$ cat src/rtl/dds_reg_seq_pkg.sv
`default_nettype none
// ============================================================================
// Module      : dds_reg_seq_pkg
// Description : Shared definitions for the DDS register sequencer: FSM state
//               encoding, instruction-byte field positions, payload limits and
//               small helper functions.
//               Optional feature macro: DDS_IO_UPDATE_EN (adds the UPDATE state).
// Revision    : 1.0 - initial release
// ============================================================================
package dds_reg_seq_pkg;

  localparam int c_MAX_LEN  = 8;   // maximum payload bytes per command
  localparam int c_RW_BIT   = 7;   // instruction byte: read/write flag
  localparam int c_ADDR_MSB = 4;   // instruction byte: address field
  localparam int c_ADDR_LSB = 0;
  localparam int c_ADDR_W   = 5;
  localparam int c_LEN_W    = 4;
  localparam int c_DATA_W   = 64;
  localparam int c_BYTE_W   = 8;

  typedef enum logic [2:0] {
    ST_IDLE   = 3'd0,
    ST_LOAD   = 3'd1,
    ST_START  = 3'd2,
    ST_WAIT   = 3'd3,
    ST_GAP    = 3'd4,
`ifdef DDS_IO_UPDATE_EN
    ST_UPDATE = 3'd5,
`endif
    ST_DONE   = 3'd6
  } state_t;

  // Instruction byte {rw, 2'b00, addr}
  function automatic logic [c_BYTE_W-1:0] instr_byte(input logic rw,
                                                     input logic [c_ADDR_W-1:0] addr);
    logic [c_BYTE_W-1:0] b;
    b = '0;
    b[c_RW_BIT] = rw;
    b[c_ADDR_MSB:c_ADDR_LSB] = addr;
    return b;
  endfunction

  // Requested lengths above the payload limit are truncated to the limit
  function automatic logic [c_LEN_W-1:0] clamp_len(input logic [c_LEN_W-1:0] len);
    return (len > c_LEN_W'(c_MAX_LEN)) ? c_LEN_W'(c_MAX_LEN) : len;
  endfunction

endpackage
`default_nettype wire

$ cat src/rtl/dds_reg_seq_if.sv
`default_nettype none
// ============================================================================
// Module      : dds_reg_seq_if
// Description : Command, byte-engine and read-result signals of the DDS
//               register sequencer.
//               slave  : sequencer side (cmd_*, spi_cs, spi_out in;
//                        cmd_ready, spi_in, spi_start, rd_*, busy out)
//               master : requester / byte-engine side (mirror image)
// Revision    : 1.0 - initial release
// ============================================================================
interface dds_reg_seq_if;
  import dds_reg_seq_pkg::*;

  logic                  cmd_valid;
  logic                  cmd_ready;
  logic                  cmd_rw;
  logic [c_ADDR_W-1:0]   cmd_addr;
  logic [c_LEN_W-1:0]    cmd_len;
  logic [c_DATA_W-1:0]   cmd_data;
  logic [c_BYTE_W-1:0]   spi_in;
  logic                  spi_start;
  logic                  spi_cs;
  logic [c_BYTE_W-1:0]   spi_out;
  logic [c_DATA_W-1:0]   rd_data;
  logic                  rd_valid;
  logic                  busy;

  modport slave (
    input  cmd_valid, cmd_rw, cmd_addr, cmd_len, cmd_data, spi_cs, spi_out,
    output cmd_ready, spi_in, spi_start, rd_data, rd_valid, busy
  );

  modport master (
    output cmd_valid, cmd_rw, cmd_addr, cmd_len, cmd_data, spi_cs, spi_out,
    input  cmd_ready, spi_in, spi_start, rd_data, rd_valid, busy
  );

endinterface
`default_nettype wire

$ cat src/rtl/dds_edge_det.sv
`default_nettype none
// ============================================================================
// Module      : dds_edge_det
// Description : Registers the engine chip-select and flags its 0->1 edge.
//               clk, rst : clock, synchronous active-high reset
//               i_sig    : monitored level
//               o_rise   : high for the one cycle in which i_sig is first seen
//                          high after having been low
// Revision    : 1.0 - initial release
// ============================================================================
module dds_edge_det (
  input  wire logic clk,
  input  wire logic rst,
  input  wire logic i_sig,
  output logic      o_rise
);

  logic r_prev;

  // Reset to 1 so a chip-select idling high does not look like an edge.
  always_ff @(posedge clk) begin
    if (rst) r_prev <= 1'b1;
    else     r_prev <= i_sig;
  end

  assign o_rise = i_sig & ~r_prev;

endmodule
`default_nettype wire

$ cat src/rtl/dds_reg_seq.sv
`default_nettype none
// ============================================================================
// Module      : dds_reg_seq
// Description : Turns one register command into an instruction byte plus up to
//               eight payload bytes for a byte-level SPI engine, collects read
//               bytes and reports completion.
//               clk, rst  : clock, synchronous active-high reset
//               bus       : dds_reg_seq_if.slave (command, engine, read result)
//               io_update : DDS update pulse after writes (DDS_IO_UPDATE_EN only)
//               Optional feature macro: DDS_IO_UPDATE_EN
// Revision    : 1.0 - initial release
// ============================================================================
module dds_reg_seq
  import dds_reg_seq_pkg::*;
#(
  parameter int unsigned START_HOLD = 5,   // spi_start cycles per byte (>=1)
  parameter int unsigned GAP_CYCLES = 2,   // idle cycles after byte done (>=1)
  parameter int unsigned UPD_CYCLES = 4    // io_update width (>=1)
) (
  input  wire logic     clk,
  input  wire logic     rst,
  dds_reg_seq_if.slave  bus
`ifdef DDS_IO_UPDATE_EN
  ,
  output logic          io_update
`endif
);

  localparam logic [15:0] c_START_LAST = 16'(START_HOLD - 1);
  localparam logic [15:0] c_GAP_LAST   = 16'(GAP_CYCLES - 1);
`ifdef DDS_IO_UPDATE_EN
  localparam logic [15:0] c_UPD_LAST   = 16'(UPD_CYCLES - 1);
`endif

  state_t                r_state;
  state_t                w_state_nxt;
  logic [15:0]           r_cnt;        // cycles spent in the current state
  logic                  r_rw;
  logic [c_ADDR_W-1:0]   r_addr;
  logic [c_LEN_W-1:0]    r_len;
  logic [c_LEN_W-1:0]    r_idx;        // 0 = instruction, 1..len = payload
  logic [c_DATA_W-1:0]   r_data;       // payload, left-aligned, shifted out MSB first
  logic [c_BYTE_W-1:0]   r_spi_in;
  logic [c_DATA_W-1:0]   r_rd_data;
  logic                  w_cs_rise;
  logic                  w_accept;
  logic [c_LEN_W-1:0]    w_len;
  logic [c_LEN_W-1:0]    w_pad;
  logic [6:0]            w_shift;

  dds_edge_det u_cs_edge (
    .clk    (clk),
    .rst    (rst),
    .i_sig  (bus.spi_cs),
    .o_rise (w_cs_rise)
  );

  assign w_accept = (r_state == ST_IDLE) && bus.cmd_valid;
  assign w_len    = clamp_len(bus.cmd_len);
  // Left-align the right-aligned payload so the first payload byte is [63:56].
  assign w_pad    = c_LEN_W'(c_MAX_LEN) - w_len;
  assign w_shift  = {w_pad, 3'b000};

  // ---------------------------------------------------------------- FSM
  always_ff @(posedge clk) begin
    if (rst) r_state <= ST_IDLE;
    else     r_state <= w_state_nxt;
  end

  always_comb begin
    w_state_nxt = r_state;
    unique case (r_state)
      ST_IDLE:  if (bus.cmd_valid) w_state_nxt = ST_LOAD;
      ST_LOAD:  w_state_nxt = ST_START;
      ST_START: if (r_cnt == c_START_LAST) w_state_nxt = ST_WAIT;
      ST_WAIT:  if (w_cs_rise) w_state_nxt = ST_GAP;
      ST_GAP: begin
        if (r_cnt == c_GAP_LAST) begin
          if (r_idx != r_len) begin
            w_state_nxt = ST_LOAD;
          end else if (r_rw) begin
            w_state_nxt = ST_DONE;
          end else begin
`ifdef DDS_IO_UPDATE_EN
            w_state_nxt = ST_UPDATE;
`else
            w_state_nxt = ST_DONE;
`endif
          end
        end
      end
`ifdef DDS_IO_UPDATE_EN
      ST_UPDATE: if (r_cnt == c_UPD_LAST) w_state_nxt = ST_DONE;
`endif
      ST_DONE:  w_state_nxt = ST_IDLE;
      default:  w_state_nxt = ST_IDLE;
    endcase
  end

  // ---------------------------------------------------------- datapath
  always_ff @(posedge clk) begin
    if (rst) begin
      r_cnt     <= '0;
      r_rw      <= 1'b0;
      r_addr    <= '0;
      r_len     <= '0;
      r_idx     <= '0;
      r_data    <= '0;
      r_spi_in  <= '0;
      r_rd_data <= '0;
    end else begin
      // Restart the dwell counter on every state change.
      if (r_state != w_state_nxt) r_cnt <= '0;
      else                        r_cnt <= r_cnt + 16'd1;

      unique case (r_state)
        ST_IDLE: begin
          if (w_accept) begin
            r_rw   <= bus.cmd_rw;
            r_addr <= bus.cmd_addr;
            r_len  <= w_len;
            r_data <= bus.cmd_data << w_shift;
            r_idx  <= '0;
            // Read results persist across writes; only a new read clears them.
            if (bus.cmd_rw) r_rd_data <= '0;
          end
        end
        ST_LOAD: begin
          if (r_idx == '0) begin
            r_spi_in <= instr_byte(r_rw, r_addr);
          end else begin
            r_spi_in <= r_data[c_DATA_W-1 -: c_BYTE_W];
            r_data   <= r_data << c_BYTE_W;
          end
        end
        ST_WAIT: begin
          if (w_cs_rise && r_rw && (r_idx != '0))
            r_rd_data <= {r_rd_data[c_DATA_W-c_BYTE_W-1:0], bus.spi_out};
        end
        ST_GAP: begin
          if (w_state_nxt == ST_LOAD) r_idx <= r_idx + c_LEN_W'(1);
        end
        default: ;
      endcase
    end
  end

  // ----------------------------------------------------------- outputs
  assign bus.cmd_ready = (r_state == ST_IDLE);
  assign bus.busy      = (r_state != ST_IDLE);
  assign bus.spi_start = (r_state == ST_START);
  assign bus.spi_in    = r_spi_in;
  assign bus.rd_data   = r_rd_data;
  assign bus.rd_valid  = (r_state == ST_DONE) && r_rw;
`ifdef DDS_IO_UPDATE_EN
  assign io_update     = (r_state == ST_UPDATE);
`endif

endmodule
`default_nettype wire
$ cat src/flat_wrapper.sv
// flat-port wrapper written by rule: the top's interface ports become plain ports
module dds_reg_seq_flat import dds_reg_seq_pkg::*;
#(
  parameter int unsigned START_HOLD = 5,                                     
  parameter int unsigned GAP_CYCLES = 2,                                       
  parameter int unsigned UPD_CYCLES = 4                            
)
  (clk, rst, bus_cmd_valid, bus_cmd_rw, bus_cmd_addr, bus_cmd_len, bus_cmd_data, bus_spi_cs, bus_spi_out, bus_cmd_ready, bus_spi_in, bus_spi_start, bus_rd_data, bus_rd_valid, bus_busy);
  dds_reg_seq_if bus_i ();
  input  wire logic clk;
  input  wire logic rst;
  input wire logic [$bits(bus_i.cmd_valid)-1:0] bus_cmd_valid;
  input wire logic [$bits(bus_i.cmd_rw)-1:0] bus_cmd_rw;
  input wire logic [$bits(bus_i.cmd_addr)-1:0] bus_cmd_addr;
  input wire logic [$bits(bus_i.cmd_len)-1:0] bus_cmd_len;
  input wire logic [$bits(bus_i.cmd_data)-1:0] bus_cmd_data;
  input wire logic [$bits(bus_i.spi_cs)-1:0] bus_spi_cs;
  input wire logic [$bits(bus_i.spi_out)-1:0] bus_spi_out;
  output wire logic [$bits(bus_i.cmd_ready)-1:0] bus_cmd_ready;
  output wire logic [$bits(bus_i.spi_in)-1:0] bus_spi_in;
  output wire logic [$bits(bus_i.spi_start)-1:0] bus_spi_start;
  output wire logic [$bits(bus_i.rd_data)-1:0] bus_rd_data;
  output wire logic [$bits(bus_i.rd_valid)-1:0] bus_rd_valid;
  output wire logic [$bits(bus_i.busy)-1:0] bus_busy;
  assign bus_i.cmd_valid = bus_cmd_valid;
  assign bus_i.cmd_rw = bus_cmd_rw;
  assign bus_i.cmd_addr = bus_cmd_addr;
  assign bus_i.cmd_len = bus_cmd_len;
  assign bus_i.cmd_data = bus_cmd_data;
  assign bus_i.spi_cs = bus_spi_cs;
  assign bus_i.spi_out = bus_spi_out;
  assign bus_cmd_ready = bus_i.cmd_ready;
  assign bus_spi_in = bus_i.spi_in;
  assign bus_spi_start = bus_i.spi_start;
  assign bus_rd_data = bus_i.rd_data;
  assign bus_rd_valid = bus_i.rd_valid;
  assign bus_busy = bus_i.busy;
  dds_reg_seq #(.START_HOLD(START_HOLD), .GAP_CYCLES(GAP_CYCLES), .UPD_CYCLES(UPD_CYCLES)) u_core (.clk(clk), .rst(rst), .bus(bus_i));
endmodule
$ cat config.mk
export PLATFORM = sky130hd
export DESIGN_NAME = dds_reg_seq_flat
export DESIGN_NICKNAME = d
export VERILOG_FILES = /design/src/rtl/dds_reg_seq_pkg.sv /design/src/rtl/dds_reg_seq_if.sv /design/src/rtl/dds_edge_det.sv /design/src/rtl/dds_reg_seq.sv /design/src/flat_wrapper.sv
export SDC_FILE = /design/constraint.sdc
export NUM_CORES = 1
export LEC_CHECK = 0
export ABC_AREA = 1
export CORE_UTILIZATION = 50
export DETAILED_ROUTE_END_ITERATION = 16
export GPL_TIMING_DRIVEN = 0
export HOLD_SLACK_MARGIN = 0.05
export PLACE_DENSITY = 0.89
export SLEW_MARGIN = 0
export SYNTH_ARGS = -nofsm -noshare
export SYNTH_HDL_FRONTEND = slang
export SYNTH_SLANG_ARGS = --single-unit
$ cat constraint.sdc
create_clock -name clk -period 5.9 [get_ports clk]
set_input_delay 1.77 -clock clk [delete_from_list [all_inputs] [get_ports clk]]
set_output_delay 1.77 -clock clk [all_outputs]
set_load 0.03 [all_outputs]
# After elaboration in Yosys (flattened, before gate mapping)
# Index checks and enable logic that the tools add are counted.
classes:
  shift: 1
  order_cmp: 1
  n_eq_ne: 15
  n_bitwise: 2
  mux: 18
  reduce_logical: 16
  add_sub_neg: 3
ops:
  columns: ["operator", "n"]
  rows:
  - ["64-bit 2-to-1 mux", 5]
  - ["64-bit case mux with 2 select lines", 2]
  - ["64-bit by 7-bit << shifter with 64-bit output", 1]
  - ["16-bit by 1-bit adder with 16-bit output (second input constant)", 1]
  - ["16-bit by 1-bit equality test with 1-bit output (second input constant)", 1]
  - ["16-bit by 3-bit equality test with 1-bit output (second input constant)", 1]
  - ["3-bit 2-to-1 mux", 5]
  - ["3-bit case mux with 5 select lines", 1]
  - ["4-bit 2-to-1 mux", 3]
  - ["8-bit 2-to-1 mux", 1]
  - ["4-bit case mux with 2 select lines", 1]
  - ["3-bit by 1-bit equality test with 1-bit output (second input constant)", 2]
  - ["3-bit by 2-bit equality test with 1-bit output (second input constant)", 2]
  - ["3-bit equality test (second input constant)", 2]
  - ["2-bit by 1-bit inequality test with 1-bit output (second input constant)", 3]
  - ["3-bit AND reduction", 2]
  - ["2-bit nonzero test", 3]
  - ["4-bit by 1-bit adder with 4-bit output (second input constant)", 1]
  - ["4-bit greater-than comparator (second input constant)", 1]
  - ["1-bit logical AND", 4]
  - ["4-bit zero test", 1]
  - ["2-bit inequality test (second input constant)", 2]
  - ["4-bit inequality test", 1]
  - ["4-bit AND reduction", 1]
  - ["other kinds (9)", 9]
word_totals:
  reg_bits: 170
  inputBits: 86
  out_inout_bits: 76
  wordCells: 66

# Depth between registers and ports, before layout
logic_depth:
  depth_word: 7
  ltp_mapped: 16
  ltp_nobuf: 13

# Cells and area by module
# A second synthesis with hierarchy kept.
unflattened:
  hier_cells: 1347
  area_unflattened_um2: 8838.5
modules_own_cells:
  columns: ["module", "seq_area_each_um2", "area_each_um2", "n_inst", "cells_per_inst"]
  rows:
  - ["dds_reg_seq", 3383.2, 8800.9, 1, 1342]
  - ["dds_edge_det", 20.0, 37.5, 1, 5]

# Worst setup path after synthesis
# Ideal clock, no wire load.
synth_path:
  path_type: "input port to flip-flop"
  start: "input port bus_cmd_len[0]"
  end: "register u_core.r_data[57]"
  arrival_time_ns: 3.907
  setup_slack_ns: 1.884
  t_required_ns: 5.791
  path_stages: 16
  setup_ns: 0.109
  path_cell_list: "nor2_1 nand2_1 nand2_1 nand2_1 buf_2 buf_2 ha_1 clkbuf_1 inv_1 clkbuf_1 clkbuf_1 o211ai_1 nand3_1 nand3_1 nand2_1 inv_1"
synth_between:
  elab_chain_len: 6
synth_rtl:
  columns: ["item", "line_no", "rtl"]
  rows:
  - ["from (decl)", "flat_wrapper.sv:15", "input wire logic [$bits(bus_i.cmd_len)-1:0] bus_cmd_len;"]
  - ["4-bit greater-than comparator", "dds_reg_seq_pkg.sv:45", "return (len > c_LEN_W'(c_MAX_LEN)) ? c_LEN_W'(c_MAX_LEN) : len;"]
  - ["4-bit 2-to-1 mux *", "dds_reg_seq_pkg.sv:45", null]
  - ["4-bit subtractor *", "dds_reg_seq.sv:61", "assign w_pad = c_LEN_W'(c_MAX_LEN) - w_len;"]
  - ["64-bit by 7-bit << shifter with 64-bit output *", "dds_reg_seq.sv:122", "r_data <= bus.cmd_data << w_shift;"]
  - ["64-bit 2-to-1 mux *", "dds_reg_seq.sv:118", "if (w_accept) begin"]
  - ["64-bit case mux with 2 select lines *", "dds_reg_seq.sv:116", "unique case (r_state)"]
  - ["to (signal assigned)", "dds_reg_seq.sv:122", null]
  - ["to (signal assigned)", "dds_reg_seq.sv:133", "r_data <= r_data << c_BYTE_W;"]
  - ["to (decl)", "dds_reg_seq.sv:42", "logic [c_DATA_W-1:0] r_data;"]
# Mark *: on every way between the ends. The rest lies on a longest branch, timed or not. The select of a mux whose other input is x is not followed.
# A chain may end at the register's enable or synchronous reset.

# Worst setup path after layout
layout_path:
  start: "input port bus_cmd_len[1]"
  end: "register u_core.r_data[57]"
# The elaborated chain is that of the path after synthesis.

==> flow_summary_export.csv <==
group,metric,value,unit
route,drt_first_pass_iters,6,
route,drc,0,
floorplanning,chipWidth,133,um
logic_synthesis,synth.largest_area_cell,"dfxtp_1",
logic_synthesis,synth.top_cell.area_share,39.4,%
cts,tritoncts_num_sinks,170,
power,p_per_area,286,mW/mm2
critical_path,crit_path_start_kind,"primary input",
floorplanning,fp.dieArea,0.0178,mm2
route,wirelength,28.7,mm
placed_design,number_of_port_buffers,161,
logic_synthesis,yosys_warnings,0,
floorplanning,floorplan.rows,47,
logic_synthesis,yosys-top-cells-area,"dfxtp_1 39%, nand2_1 9.4%, o21ai_0 7.9%",
timing,drv_slew,0,
timing,highest_clock_frequency_the_design_can_meet,0.189,GHz
grt,grt.met2_usage,53.0,%
critical_path,worst-path-max-fanout,10,
layout,post_route_cells_drive_above_1_share,6.46,%
route,ant_nets,0,
critical_path,end_kind,"register",
logic_synthesis,synthTopCellsByCount,"215 x nand2_1, 170 x dfxtp_1, 151 x nor2_1, 140 x inv_1, 136 x o21ai_0",
route,average_via_count_per_standard_cell,5.64,
logic_synthesis,async_flop_share,0,%
grt,grt_antenna_before_repair,0,
cts,cts_hold_repair.buffers,0,
timing,fin_crit,5.30,ns
critical_path,path_type_of_the_worst_setup_path,"primary input to register",
power,leakage,0.00469,uW
floorplanning,core_area,0.0167,mm2
placed_design,cell_area_reported_after_detailed_placement,0.0105,mm2
route,drt-initial-drc-count,954,
layout,fin_nets,1549,
route,route.vias.total,9535,
cts,cts_tree,"yes",
timing,final_setup_violation_count,0,
layout,fin_util,66.7,%
cts,worstSkewPairLatency,0.44,ns
status,run_status,"completed",
timing,final-hold-violation-count,0,
timing,final.setup.tns,0,ns
grt,grt_busiest_layer,"met2",
logic_synthesis,post_synth_inst_count,1277,
timing,finalClockSkew,0.0100,ns
grt,grt_pass1_wl,45.6,mm
logic_synthesis,ys.flop_type,"dfxtp_1",
logic_synthesis,postSynthNetCount,1369,
job,max_cap_viol_count,0,
logic_synthesis,synth_edf_count,0,
route,avgRoutedWirePerCell,17.0,um
logic_synthesis,post_syn_area_per_cell,6.76,um2
cts,cts_root_buf,"clkbuf_16",
floorplanning,initial_utilization,51.7,%
floorplanning,dieHeight,133,um
timing,post-route-period-util,89.9,%
critical_path,worst-endpoint-required,6.24,ns
logic_synthesis,post_synth_num_cell_types,35,
logic_synthesis,post_synth_instance_area,0.00863,mm2
layout,antenna-diode-count,0,
grt,globalRoute.totalOverflow,0,
logic_synthesis,ys_seq_elements,170,
timing,setup_repair_after_global_routing_missed_its_margin,"no",
placed_design,place_hpwl,22.1,mm
layout,fillCellCount,1422,
critical_path,critPathArrivalTime,5.64,ns
grt,gr-usage-all-layers,32.7,%
cts,max-clock-path-buffers,2,
layout,final_design_instance_area_without_fill,0.0111,mm2
power,peakVddDrop,0.000261,V
grt,use_met1,41.9,%
min_path,hold_path.class,"register to register",
cts,cts-buffers-inserted,17,
timing,timing.slew.headroom,54.6,%
grt,grt_pass1_vias,8954,
grt,groute.layer.met3.usage,5.18,%
timing,max_slew.worst_pin.slew,0.674,ns
cts,cts-resized-gates,0,
logic_synthesis,post_synthesis_sequential_area_ratio,39.4,%
logic_synthesis,most_repeated_cell_in_the_gate_level_netlist_after_synthesis,"nand2_1",
placed_design,place_congestion,0.989,
cts,post-cts-setup-buffers,0,
floorplanning,number_of_placed_i_o_pins,162,
cts,cts.reportedPaths.clkPinSlew,0.07,ns
layout,layout-area-overhead-vs-synth,29.1,%
cts,cts-htree-levels,4,
grt,grt_max_degree,19,
[worst max-delay path: stages]
cell and delay (ns):
clkdlybuf4s50_1 0.49, nor2_1 0.05, nand2_1 0.08, nand2_1 0.06, nand2_1 0.26, buf_2 0.29
buf_2 0.31, ha_1 0.30, clkbuf_1 0.26, inv_1 0.17, clkbuf_1 0.40, clkbuf_1 0.53
o211ai_1 0.24, nand3_1 0.16, nand3_1 0.13, nand2_1 0.10, inv_1 0.04
[state kept, by name, indices dropped and copies added, names as in the netlist]
| register | count |
|---|---|
| u_core.r_addr | 5 |
| u_core.bus.rd_data | 64 |
| u_core.r_state | 3 |
| u_core.u_cs_edge.r_prev | 1 |
| u_core.r_data | 64 |
| u_core.bus.spi_in | 8 |
| u_core.r_len | 4 |
| u_core.r_idx | 4 |
| u_core.r_rw | 1 |
| u_core.r_cnt | 16 |
[cells by family after synthesis]
| family | count (synthesis) | synth area share, % |
|---|---|---|
| simple gates | 503 | 24.5 |
| compound gates | 354 | 23.1 |
| buf+inv | 231 | 10.7 |
| flops | 170 | 39.4 |
| xor+xnor | 13 | 1.41 |
| fa+ha+maj | 6 | 0.870 |
[where the power goes]
| part | switching, uW | internal [uW] |
|---|---|---|
| clock | 523 | 652 |
| sequential | 51.1 | 1230 |
| combinational | 470 | 251 |
[layout by cell type (no fill, tap or decap), types with 2 or more instances in the layout]
cell / count
or2_1: 5
nand2_1: 215
o21ai_1: 10
buf_4: 3
clkbuf_16: 17
buf_2: 38
nor2_2: 5
o21ai_0: 136
clkbuf_1: 37
or2_0: 3
clkinv_1: 5
o21a_1: 8
xor2_1: 10
a211oi_1: 44
or2_2: 6
nand3_1: 77
inv_1: 140
xnor2_1: 2
o21bai_1: 3
nand3b_1: 2
ha_1: 6
inv_2: 6
clkdlybuf4s50_1: 161
inv_8: 8
buf_1: 2
inv_6: 2
o211ai_1: 31
nor3_1: 29
nor2_1: 151
bufinv_16: 2
a21oi_1: 121
dfxtp_1: 170
nand4_1: 5
[through the flow]
step	power (uW)	std cells	hold slack, ns	worst slack (ns)
finish	3180	1690	0.465	0.598
detailed placement	2000	1658	0.454	0.331
global route	3310	1690	0.487	0.537
CTS	3160	1690	0.466	0.734
floorplan	1740	1277	0.430	1.88
global placement	1990	1658	0.441	0.316
[worst paths after layout]
path / from / to / slack [ns] / depth (start not counted)
hold / removal: u_core.r_addr[3]$_SDFFE_PP0P_ / u_core.r_addr[3]$_SDFFE_PP0P_ / 0.47 / 2
setup reg to reg: u_core.r_state[2]$_SDFF_PP0_ / u_core.r_data[58]$_SDFFE_PP0P_ / 3.69 / 10
hold reg to reg: u_core.r_addr[3]$_SDFFE_PP0P_ / u_core.r_addr[3]$_SDFFE_PP0P_ / 0.47 / 2
setup / recovery: bus_cmd_len[1] / u_core.r_data[57]$_SDFFE_PP0P_ / 0.60 / 17
[final cells by class]
class	count	area, um2	share of cell area (%)
plain buffers	80	359	3.22
repair buffers	161	1610	14.5
flip-flops and latches	170	3400	30.6
inverters	151	567	5.09
well taps	220	275	2.47
multi-input cells	876	4300	38.6
clock inverters	15	196	1.76
clock buffers	17	425	3.82
[layer usage]
| layer | share of wire [%] | vias up | wire (um) |
|---|---|---|---|
| li1 | - | 4563 | - |
| met1 | 41 | 4317 | 11800 |
| met2 | 46 | 568 | 13100 |
| met3 | 9.1 | 87 | 2600 |
| met4 | 3.9 | 0 | 1130 |
| met5 | 0 | - | 0 |
Power figures use the tool's default switching activity.
